$ cat src/rtl/stopwatch_pkg.sv
// Shared types and constants for the stopwatch timebase and BCD counter.
package stopwatch_pkg;

   localparam int unsigned BCD_W    = 4;
   localparam int unsigned DIGITS_W = 4 * BCD_W;

   typedef enum logic {
      ST_STOP = 1'b0,
      ST_RUN  = 1'b1
   } state_e;

   typedef logic [BCD_W-1:0] bcd_t;

   localparam bcd_t SEC_TENS_MAX = 4'd5;
   localparam bcd_t BCD_MAX      = 4'd9;

   typedef struct packed {
      bcd_t sec_tens;
      bcd_t sec_ones;
      bcd_t hund_tens;
      bcd_t hund_ones;
   } time_t;

   // True at 59.99, the last value before rollover.
   function automatic logic at_max(input time_t t);
      return (t.sec_tens == SEC_TENS_MAX) && (t.sec_ones == BCD_MAX) &&
             (t.hund_tens == BCD_MAX) && (t.hund_ones == BCD_MAX);
   endfunction

   // One hundredth-second increment with full BCD carry chain.
   function automatic time_t time_inc(input time_t t);
      time_t r;
      r = t;
      if (t.hund_ones == BCD_MAX) begin
         r.hund_ones = '0;
         if (t.hund_tens == BCD_MAX) begin
            r.hund_tens = '0;
            if (t.sec_ones == BCD_MAX) begin
               r.sec_ones = '0;
               if (t.sec_tens == SEC_TENS_MAX) r.sec_tens = '0;
               else                            r.sec_tens = t.sec_tens + 4'd1;
            end else begin
               r.sec_ones = t.sec_ones + 4'd1;
            end
         end else begin
            r.hund_tens = t.hund_tens + 4'd1;
         end
      end else begin
         r.hund_ones = t.hund_ones + 4'd1;
      end
      return r;
   endfunction

endpackage

$ cat src/rtl/stopwatch_tick_gen.sv
// Hundredth-second prescaler: counts while enabled, holds while disabled, clr zeroes it.
module tick_gen #(
   parameter int unsigned TICK_DIV = 1_000_000
) (
   input  logic clk,
   input  logic rst_n,
   input  logic en,
   input  logic clr,
   output logic tick
);

   localparam int unsigned CNT_W = (TICK_DIV > 1) ? $clog2(TICK_DIV) : 1;
   localparam logic [CNT_W-1:0] LAST = CNT_W'(TICK_DIV - 1);

   logic [CNT_W-1:0] cnt_q;

   always_ff @(posedge clk) begin
      if (!rst_n)        cnt_q <= '0;
      else if (clr)      cnt_q <= '0;
      else if (en)       cnt_q <= (cnt_q == LAST) ? '0 : cnt_q + CNT_W'(1);
   end

   assign tick = en && (cnt_q == LAST);

endmodule

$ cat src/rtl/stopwatch_core.sv
// Stopwatch run/stop FSM, 100 Hz timebase and SS.hh BCD counter.
// Optional lap-hold display freeze enabled by `STOPWATCH_LAP_EN.
module stopwatch_core
   import stopwatch_pkg::*;
#(
   parameter int unsigned TICK_DIV = 1_000_000
) (
   input  logic                clk,
   input  logic                rst_n,
   input  logic                ready,
   input  logic                start_stop,
   input  logic                clear,
   input  logic                lap,
   output logic [DIGITS_W-1:0] digits,
   output logic                running,
   output logic                wrap,
   output logic                lap_active
);

   state_e state_q, state_d;
   time_t  cnt_q, cnt_d;
   logic   running_q, wrap_q;
   logic   run_en, do_clear, tick;

   assign run_en   = (state_q == ST_RUN);
   assign do_clear = clear && (state_q == ST_STOP);

   tick_gen #(.TICK_DIV(TICK_DIV)) u_tick_gen (
      .clk   (clk),
      .rst_n (rst_n),
      .en    (run_en),
      .clr   (do_clear),
      .tick  (tick)
   );

   // Next state and next count; clear beats start_stop while stopped.
   always_comb begin
      state_d = state_q;
      cnt_d   = cnt_q;
      case (state_q)
         ST_STOP: if (start_stop && ready && !clear) state_d = ST_RUN;
         ST_RUN:  if (start_stop || !ready)          state_d = ST_STOP;
         default:                                    state_d = ST_STOP;
      endcase
      if (do_clear)  cnt_d = '0;
      else if (tick) cnt_d = time_inc(cnt_q);
   end

   always_ff @(posedge clk) begin
      if (!rst_n) begin
         state_q   <= ST_STOP;
         cnt_q     <= '0;
         running_q <= 1'b0;
         wrap_q    <= 1'b0;
      end else begin
         state_q   <= state_d;
         cnt_q     <= cnt_d;
         running_q <= (state_d == ST_RUN);
         wrap_q    <= tick && at_max(cnt_q);
      end
   end

   assign running = running_q;
   assign wrap    = wrap_q;

`ifdef STOPWATCH_LAP_EN
   logic  lap_q, lap_d;
   time_t disp_q, disp_d;

   // Display follows the live count unless lapped; entering lap latches the current count.
   always_comb begin
      lap_d = lap_q;
      if (do_clear)                             lap_d = 1'b0;
      else if (lap && (run_en || lap_q))        lap_d = !lap_q;
      disp_d = cnt_d;
      if (lap_d) disp_d = lap_q ? disp_q : cnt_q;
   end

   always_ff @(posedge clk) begin
      if (!rst_n) begin
         lap_q  <= 1'b0;
         disp_q <= '0;
      end else begin
         lap_q  <= lap_d;
         disp_q <= disp_d;
      end
   end

   assign digits     = disp_q;
   assign lap_active = lap_q;
`else
   logic lap_unused;
   assign lap_unused = lap;
   assign digits     = cnt_q;
   assign lap_active = 1'b0;
`endif

endmodule

$ cat config.mk
export PLATFORM = sky130hd
export DESIGN_NAME = stopwatch_core
export DESIGN_NICKNAME = d
export VERILOG_FILES = /design/src/rtl/stopwatch_pkg.sv /design/src/rtl/stopwatch_tick_gen.sv /design/src/rtl/stopwatch_core.sv
export SDC_FILE = /design/constraint.sdc
export NUM_CORES = 1
export LEC_CHECK = 0
export BUFFER_PORTS_ARGS = -buffer_cell sky130_fd_sc_hd__buf_2
export CORE_UTILIZATION = 30
export CTS_BUF_LIST = sky130_fd_sc_hd__clkbuf_4 sky130_fd_sc_hd__clkbuf_8 sky130_fd_sc_hd__clkbuf_16
export DETAILED_ROUTE_END_ITERATION = 7
export PLACE_DENSITY = 0.59
export SYNTH_ARGS = -nofsm -noshare
export SYNTH_HDL_FRONTEND = slang
export SYNTH_SLANG_ARGS = --single-unit
$ cat constraint.sdc
create_clock -name clk -period 5.2 [get_ports clk]
set_input_delay 1.04 -clock clk [delete_from_list [all_inputs] [get_ports clk]]
set_output_delay 1.04 -clock clk [all_outputs]
set_load 0.02 [all_outputs]
==> impl_metrics.yaml <==
outcome:
  status: "completed"
worst_setup_path:
  worstSetupPathType: "reg -> reg"
  required_ns: 5.36
  worst-path-max-fanout: 20
  worst_setup_path_end_kind: "register"
  worst_ep_arrival_time_ns: 2.47
  reg2regPathDepth: 5
  crit_path_start_kind: "register"
logic_synthesis:
  synth_top_area_share_pct: 41.3
  synth_edf_count: 0
  synth_cell_type_count: 40
  yosysMostFrequentCell: "dfxtp_1"
  seq_area_frac_synth_pct: 41.3
  async_flop_share_pct: 0
  yosys.area.top_type: "dfxtp_1"
  netlist_top_cells_count: "38 x dfxtp_1, 32 x nor2_1, 17 x nand2_1"
  syn-num-nets: 214
  ys_ff_latch: 38
  syn_avg_cell_area_sq_um: 8.89
  synth_area_leaders: "dfxtp_1 41%, xor2_1 7.6%, nor2_1 6.5%"
  synth_cells: 207
  synth_ff_type: "dfxtp_1"
  synth_warnings: 0
  synth.cell_area_sq_mm: 0.00184
floorplanning:
  die_h_microns: 80.3
  pin_count: 25
  rows: 28
  die-area_sq_mm: 0.00645
  core_sq_mm: 0.00592
  start_util_pct: 31.1
  die_w_microns: 80.3
layout:
  drive_above_1_share_pct: 17.7
  diodes: 0
  area_growth_pct: 14.6
  final_util_pct: 35.6
  multi_input_comb_area_sq_mm: 0.00103
  n_fill_cell: 608
  regArea_sq_um: 761
  final_nets: 238
  stdcell_count: 307
cts:
  cts_tree: "yes"
  clk_latency_ns: 0.29
  postCtsSetupBuffers: 0
  clock-root-buffer: "clkbuf_8"
  clk_path_buf_depth: 2
  cts_buffers: 5
  post_cts_resized: 0
  htree_levels: 2
  hold_buffers: 0
  cts_sinks: 38
  clk_pin_slew_ns: 0.08
power_and_ir_drop:
  powerDensity_mw_per_mm2: 247
  vdd_ir_drop_max_mv: 0.108
  p_leak_nw: 0.793
run:
  drv_cap: 0
timing:
  fin_crit_sh_pct: 44.4
  setup_ws_ns: 2.89
  period_needed_ns: 2.31
  finalSetupViolations: 0
  drv_slew: 0
  setup_tns_ns: 0
  fin_worst_skew_ns: 0.00860
  hold_viol_final: 0
  grt_setup_unrepaired: "false"
  fmax_mhz: 433
  slew_headroom_pct: 36.1
  tightest_slew_ns: 0.950
  hold_slack_ns: 0.489
route:
  maxUsedRoutingLayer: "met4"
  dr_wl_met3_microns: 125
  routed_wl_mm: 3.53
  wl_per_cell_microns: 11.5
  dr_wl_met2_mm: 1.46
  drt_iter0_markers: 66
  wl_met1_mm: 1.86
  ant_nets: 0
  drt_pre_antenna_iters: 4
  vias_per_cell: 4.85
  vias: 1490
  remaining_drc_errors: 0
placement:
  place_congestion: 0.739
  hpwl_mm: 2.46
  place_ws_ns: 2.87
  portBuffers: 22
  dpl.cell_count: 299
global_route:
  track_usage_pct: 11.9
  grt_pass1_wl_mm: 5.83
  grt_pass1_vias: 1295
  antenna_found_initial: 0
  grt_overflow: 0
  grt_start_max_net_pins: 21
min_path:
  whs_path_depth: 2
  hold_class: "reg -> reg"
-- where the power goes --
part           switching [W]  leakage (nW)  total [W]  internal [W]
clock network       0.000104        0.0517   0.000217      0.000112
registers         0.00000113         0.306   0.000292      0.000291
logic             0.00000850         0.435  0.0000119    0.00000342
total               0.000114         0.793   0.000521      0.000407
-- state kept, by name (all words and copies together), names as in the netlist --
register	count
digits	16
running	1
wrap	1
u_tick_gen.cnt_q	20
-- area by class of cell --
cell class                 count  area share, %
clock inverter                 1          0.237
clock buffer                   7           4.27
tap                           75           4.45
timing repair buffer          23           5.58
multi-input combinational    160           48.9
sequential                    38           36.1
inverter                       3          0.534
-- worst max-delay path, cell delays in order, from the launching register on --
cell and delay (ns):
dfxtp_1 0.59, nand4_4 0.19, nor2_1 0.48, nand4_1 0.23, nand2_1 0.58, nor2_1 0.11
-- cells by family (layout without fill, tap and decap cells) --
group | after synthesis | after routing | synth area share, %
AOI/OAI and AO/OA | 23 | 23 | 7.48
DFF | 38 | 38 | 41.3
muxes | 4 | 4 | 2.18
xor gates and xnor gates | 23 | 23 | 10.9
buffers and inverters | 9 | 34 | 2.65
other | 1 | 1 | 0.204
adders and majority gates | 1 | 1 | 0.680
and+or+nand+nor | 108 | 108 | 34.5
-- path summary, 6_finish.rpt --
path / start / end / slack [ns]
max: running$_SDFF_PN0_ / u_tick_gen.cnt_q[13]$_SDFFE_PP0P_ / 2.89
min: digits[1]$_SDFFE_PP0P_ / digits[1]$_SDFFE_PP0P_ / 0.49
max reg2reg: running$_SDFF_PN0_ / u_tick_gen.cnt_q[13]$_SDFFE_PP0P_ / 2.89
min reg2reg: digits[1]$_SDFFE_PP0P_ / digits[1]$_SDFFE_PP0P_ / 0.49
-- placed cells by master, fill, tap and decap left out, types with 3 or more instances in the layout --
cell type  count
a21oi_1       10
and3_1         4
buf_2         22
clkbuf_8       6
dfxtp_1       38
inv_1          3
mux2i_1        4
nand2_1       17
nand2b_1       4
nand3_1        9
nand3b_1       4
nand4_1        8
nor2_1        32
nor2b_1        7
nor3_1         3
nor4_1         4
o21ai_0        4
xnor2_1        7
xor2_1        16
-- routing by layer --
metal  vias to the layer above  GRT usage, %
li1                        777             -
met1                       679          15.4
met2                        27          18.0
met3                         7          2.73
met4                         0          6.43
met5                         -             0
-- metrics by stage --
step / area [sq um] / total power, W
after floorplan: 1840 / 0.000307
after global placement: 2010 / 0.000311
after detailed placement: 2010 / 0.000311
after CTS: 2110 / 0.000528
after global routing: 2110 / 0.000541
final: 2110 / 0.000521
(Power assumes the default switching activity.)
